File: src/rtl/jump_table_loader_if.sv
// Byte-wide load stream into the jump-label table loader.
// The boot/program loader is the master and the table writer is the slave.
interface jump_table_loader_if;
    logic [7:0] byte_in;
    logic       byte_valid;
    logic       byte_ready;

    modport master (output byte_in, output byte_valid, input byte_ready);
    modport slave  (input byte_in, input byte_valid, output byte_ready);
endinterface

File: src/rtl/jump_table_loader.sv
// Jump-label table writer: parses {cmd, idx} command bytes from the load stream,
// assembles 16-bit addresses and serves them to the branch mux combinationally.
module jump_table_loader #(
    parameter int ENTRIES = 16,
    parameter int ADDR_W  = 16
) (
    input  logic                  clk,
    input  logic                  reset_n,
    jump_table_loader_if.slave    load,
    input  logic [3:0]            lookup_idx,
    output logic [ADDR_W-1:0]     lookup_addr,
    output logic                  lookup_hit,
    output logic                  load_done,
    output logic                  err
);

    typedef enum logic [1:0] {
        S_CMD = 2'd0,
        S_LO  = 2'd1,
        S_HI  = 2'd2,
        S_WR  = 2'd3
    } state_t;

    localparam logic [3:0] CMD_CLEAR = 4'h0;
    localparam logic [3:0] CMD_WRITE = 4'h1;
    localparam logic [3:0] CMD_DONE  = 4'hF;

    state_t         state_reg, state_next;
    logic [3:0]     idx_reg;
    logic [7:0]     lo_reg;
    logic [7:0]     hi_reg;
    logic           load_done_reg;
    logic           err_reg;

    logic           ready;
    logic           accept;
    logic           clear_all;
    logic           set_done;
    logic           set_err;
    logic           latch_idx;
    logic           latch_lo;
    logic           latch_hi;
    logic           wr_en;

    logic [ADDR_W-1:0] word_arr  [ENTRIES];
    logic              valid_arr [ENTRIES];

    assign ready           = (state_reg != S_WR);
    assign load.byte_ready = ready;

    always_ff @(posedge clk or negedge reset_n) begin
        if (!reset_n) begin
            state_reg <= S_CMD;
        end else begin
            state_reg <= state_next;
        end
    end

    always_comb begin
        state_next = state_reg;
        accept     = load.byte_valid && ready;
        clear_all  = 1'b0;
        set_done   = 1'b0;
        set_err    = 1'b0;
        latch_idx  = 1'b0;
        latch_lo   = 1'b0;
        latch_hi   = 1'b0;
        wr_en      = 1'b0;
        case (state_reg)
            S_CMD: begin
                if (accept) begin
                    case (load.byte_in[7:4])
                        CMD_WRITE: begin
                            latch_idx  = 1'b1;
                            state_next = S_LO;
                        end
                        CMD_CLEAR: clear_all = 1'b1;
                        CMD_DONE:  set_done  = 1'b1;
                        default:   set_err   = 1'b1;
                    endcase
                end
            end
            S_LO: begin
                if (accept) begin
                    latch_lo   = 1'b1;
                    state_next = S_HI;
                end
            end
            S_HI: begin
                if (accept) begin
                    latch_hi   = 1'b1;
                    state_next = S_WR;
                end
            end
            S_WR: begin
                wr_en      = 1'b1;
                state_next = S_CMD;
            end
            default: state_next = S_CMD;
        endcase
    end

    always_ff @(posedge clk or negedge reset_n) begin
        if (!reset_n) begin
            idx_reg       <= '0;
            lo_reg        <= '0;
            hi_reg        <= '0;
            load_done_reg <= 1'b0;
            err_reg       <= 1'b0;
        end else begin
            if (latch_idx) idx_reg <= load.byte_in[3:0];
            if (latch_lo)  lo_reg  <= load.byte_in;
            if (latch_hi)  hi_reg  <= load.byte_in;
            if (clear_all)     load_done_reg <= 1'b0;
            else if (set_done) load_done_reg <= 1'b1;
            // err is sticky until reset
            if (set_err) err_reg <= 1'b1;
        end
    end

    genvar gi;
    generate
        for (gi = 0; gi < ENTRIES; gi++) begin : g_entry
            logic [ADDR_W-1:0] word_reg;
            logic              valid_reg;

            // CLEAR drops only the valid bit; the stored word survives until rewritten
            always_ff @(posedge clk or negedge reset_n) begin
                if (!reset_n) begin
                    word_reg  <= '0;
                    valid_reg <= 1'b0;
                end else if (clear_all) begin
                    valid_reg <= 1'b0;
                end else if (wr_en && (idx_reg == 4'(gi))) begin
                    word_reg  <= ADDR_W'({hi_reg, lo_reg});
                    valid_reg <= 1'b1;
                end
            end

            assign word_arr[gi]  = word_reg;
            assign valid_arr[gi] = valid_reg;
        end
    endgenerate

    assign lookup_hit  = valid_arr[lookup_idx];
    assign lookup_addr = lookup_hit ? word_arr[lookup_idx] : '0;
    assign load_done   = load_done_reg;
    assign err         = err_reg;

endmodule
File: src/flat_wrapper.sv
// flat-port wrapper written by rule: the top's interface ports become plain ports
module jump_table_loader_flat 
#(
    parameter int ENTRIES = 16,
    parameter int ADDR_W  = 16
)
  (clk, reset_n, lookup_idx, lookup_addr, lookup_hit, load_done, err, load_byte_in, load_byte_valid, load_byte_ready);
  jump_table_loader_if load_i ();
  input  logic clk;
  input  logic reset_n;
  input  logic [3:0] lookup_idx;
  output logic [ADDR_W-1:0] lookup_addr;
  output logic lookup_hit;
  output logic load_done;
  output logic err;
  input wire logic [$bits(load_i.byte_in)-1:0] load_byte_in;
  input wire logic [$bits(load_i.byte_valid)-1:0] load_byte_valid;
  output wire logic [$bits(load_i.byte_ready)-1:0] load_byte_ready;
  assign load_i.byte_in = load_byte_in;
  assign load_i.byte_valid = load_byte_valid;
  assign load_byte_ready = load_i.byte_ready;
  jump_table_loader #(.ENTRIES(ENTRIES), .ADDR_W(ADDR_W)) u_core (.clk(clk), .reset_n(reset_n), .load(load_i), .lookup_idx(lookup_idx), .lookup_addr(lookup_addr), .lookup_hit(lookup_hit), .load_done(load_done), .err(err));
endmodule
File: config.mk
export PLATFORM = sky130hd
export DESIGN_NAME = jump_table_loader_flat
export DESIGN_NICKNAME = d
export VERILOG_FILES = /design/src/rtl/jump_table_loader_if.sv /design/src/rtl/jump_table_loader.sv /design/src/flat_wrapper.sv
export SDC_FILE = /design/constraint.sdc
export NUM_CORES = 1
export LEC_CHECK = 0
export ABC_AREA = 1
export CAP_MARGIN = 20
export CORE_ASPECT_RATIO = 1.25
export CORE_UTILIZATION = 60
export CTS_CLUSTER_SIZE = 40
export DETAILED_ROUTE_END_ITERATION = 16
export PLACE_DENSITY_LB_ADDON = 0.08
export SLEW_MARGIN = 20
export SYNTH_ARGS = -nofsm -noshare
export SYNTH_HDL_FRONTEND = slang
export SYNTH_SLANG_ARGS = --single-unit
File: constraint.sdc
create_clock -name clk -period 4.42 [get_ports clk]
set_input_delay 0.442 -clock clk [delete_from_list [all_inputs] [get_ports clk]]
set_output_delay 0.442 -clock clk [all_outputs]
set_load 0.05 [all_outputs]
==> run metrics <==
WP data arrival 2790 ps; most used routing layer met2; met3 GRT Util 0.0477; post-synthesis async set-or-reset flop share 1.00; Worst IR Drop VDD 0.352 mV; Routed WL per cell 17.2 um; GRT Resource Usage Total 0.320; fin area 15700 um2; failing checks negative hold slack; Final Wtd Congestion 0.837; Hold Crit Class primary input to asynchronous set/reset pin; vias in the first global route 11600; Diodes inserted 0; Max stage delay on crit path between 600 and 700 ps; clk_lat worst skew 580 ps; PortBufs 34; Post-synth EDFFs 0; Slew Limit Headroom 0.281; Setup WS pre-CTS 1260 ps; Initial Util 0.615; ratio of cells with drive above 1 in the final layout 0.0603; top-count cell post-synth nand2_1; initial antenna violation count 0; worst hold margin -68.5 ps; clock transition at the registers of the reported paths 60 ps; Area Growth Syn to Fin 10.7%; status finished with violations; CP bufs+invs 4; fmax 310 MHz; Mapped Cells 1878; first-pass GRT wire length 60.8 mm; TritonRoute pass-1 iters 5; max cap viols 0; Clock Path Buffers 3; CTS tree done; DIE WIDTH 140 um; grt met1 use 0.435; ys flop type dfrtp_1; dpl hpwl 22.6 mm; chip height 174 um; Leakage 7.63 nW; Rows 62; GRT met2 Usage 0.510; Mean Syn Cell Area 7.57 um2; Fillers 2000; CP top delay family buffers and inverters; RSZ-0062 raised after global routing false; CTS root buf clkbuf_16; FF/Latch Area 7410 um2; Final Hold Vio Count 33; setup TNS 0 ps; Setup Fix Bufs, Post-CTS 0; syn nets 1897; I/O pin cnt 35; TritonCTS buffer count 30; power consumption 8.48 mW; Area after DPL 14800 um2; Synth top area share 0.521; Unique masters post-synth 26; Hold-fix buffers, CTS 0; pwr/cell area 539 nW/um2; Yosys top cell by area dfrtp_1; fin crit share 0.730; Setup crit start kind primary input; Via Count 12000; # setup viols final 0; Final Max Slew Viols 0; register area share after synthesis 0.521; CTS H-tree lvls 1; most frequent CP cell nand3_1; largest net degree at the start of global routing 166; synth cell count leaders nand2_1, dfrtp_1, inv_1; crit end category output pin; Initial DRC Count 1129; cts repair resizes 0; setup ws final 1190 ps; Ys Warns 0; worst path required time 3980 ps; Vias/cell 5.54; number of synthesized register bits 296; Core Region 23100 um2; gr ovfl total 0; crit path kind primary input to output pin; top cells by area, synth dfrtp_1, nand2_1, o21ai_0; area of the multi-input gates approximately 5200 um2; CP max stage cell clkinv_1; DR DRC count 0; Netlist Area Pre-Place 14200 um2; final wirelength about 37 mm; Total Die Area 24300 um2; Clock Sink Count 296; Final nets 1869; max reg flops 256; Least-Margin Pin Slew 1080 ps; DRT antenna net count 0; critical-path cell list clkdlybuf4s50_1 > clkinv_1 > nand3_1 > nand3_1 > nand2_2 > nand2_1 > inv_1 > buf_12; worst-path maximum fanout 24; Final Critical Period 3230 ps; Clock Skews 24.7 ps
-- metal layers --
metal | share of wire | vias up | routed length (um)
met4 | 0.042 | 0 | 1560
met3 | 0.064 | 103 | 2370
met5 | 0 | - | 0
li1 | - | 5768 | -
met1 | 0.43 | 5716 | 16000
met2 | 0.46 | 381 | 17200
-- cell usage in the layout, fill, tap and decap left out, types with 2 or more instances in the layout --
cell type / synthesis / routed
nand2_1: 605 / 604
dfrtp_1: 296 / 296
inv_1: 284 / 283
o21ai_0: 262 / 262
nand3_1: 213 / 213
o21ai_1: 52 / 52
clkbuf_16: 0 / 30
buf_4: 7 / 26
buf_12: 0 / 20
nor2_1: 14 / 14
clkdlybuf4s50_1: 0 / 14
clkinv_2: 0 / 10
clkbuf_1: 63 / 8
clkbuf_8: 0 / 7
inv_2: 4 / 4
ha_1: 4 / 4
nor2_2: 4 / 3
o22ai_1: 3 / 3
a21oi_1: 3 / 3
clkinv_1: 2 / 2
nand2_2: 1 / 2
or2_2: 2 / 2
nand4_1: 2 / 2
-- stage by stage --
| step | std cells | util | hold slack, ps |
|---|---|---|---|
| floorplan | 1878 | - | 146 |
| global placement | 2106 | 0.639 | 451 |
| detailed placement | 2106 | 0.639 | 462 |
| CTS | 2162 | 0.680 | 16.6 |
| global route | 2162 | 0.680 | 38.5 |
| finish | 2162 | 0.680 | -68.5 |
-- final timing paths --
check / startpoint / to / slack [ps] / depth (start not counted)
max reg2reg: u_core.state_reg[0] / u_core.g_entry[6].valid_reg / 2170 / 5
max in group asynchronous: reset_n / u_core.g_entry[14].word_reg[11] / 3340 / 2
min in group clk: u_core.err / u_core.err / 470 / 1
min: reset_n / u_core.idx_reg[1] / -70 / 1
min reg2reg: u_core.err / u_core.err / 470 / 1
max: lookup_idx[2] / lookup_addr[15] / 1190 / 8
-- area by class of cell --
cell class,count,share of cell area
clock buffer,45,0.0558
inverter,291,0.0697
timing repair buffer,62,0.0481
clock inverter,11,0.00446
tap,288,0.0229
sequential,296,0.471
multi-input combinational,1169,0.328
-- cell families (layout without fill, tap and decap cells) --
family,after synthesis,after routing,share of synthesized area
fa+ha+maj,4,4,0.00352
compound gates,321,321,0.114
simple gates,844,844,0.246
buf+inv,413,409,0.116
flops,296,296,0.521
-- worst reg2reg max path: cells and delay by family (launching register included) --
family                     cells  cell delay, ps
buffers and inverters          1             160
DFF                            1             420
and+or+nand+nor                2             920
adders and majority gates      1             380
AOI/OAI and AO/OA              1             210
-- power by group --
part	switching, mW	leakage [nW]	total (mW)	internal [mW]
clock network	1.06	0.476	2.43	1.37
logic	1.45	3.16	2.17	0.720
registers	0.460	3.99	3.88	3.42
Note: power is estimated with default switching activity, not from simulation.
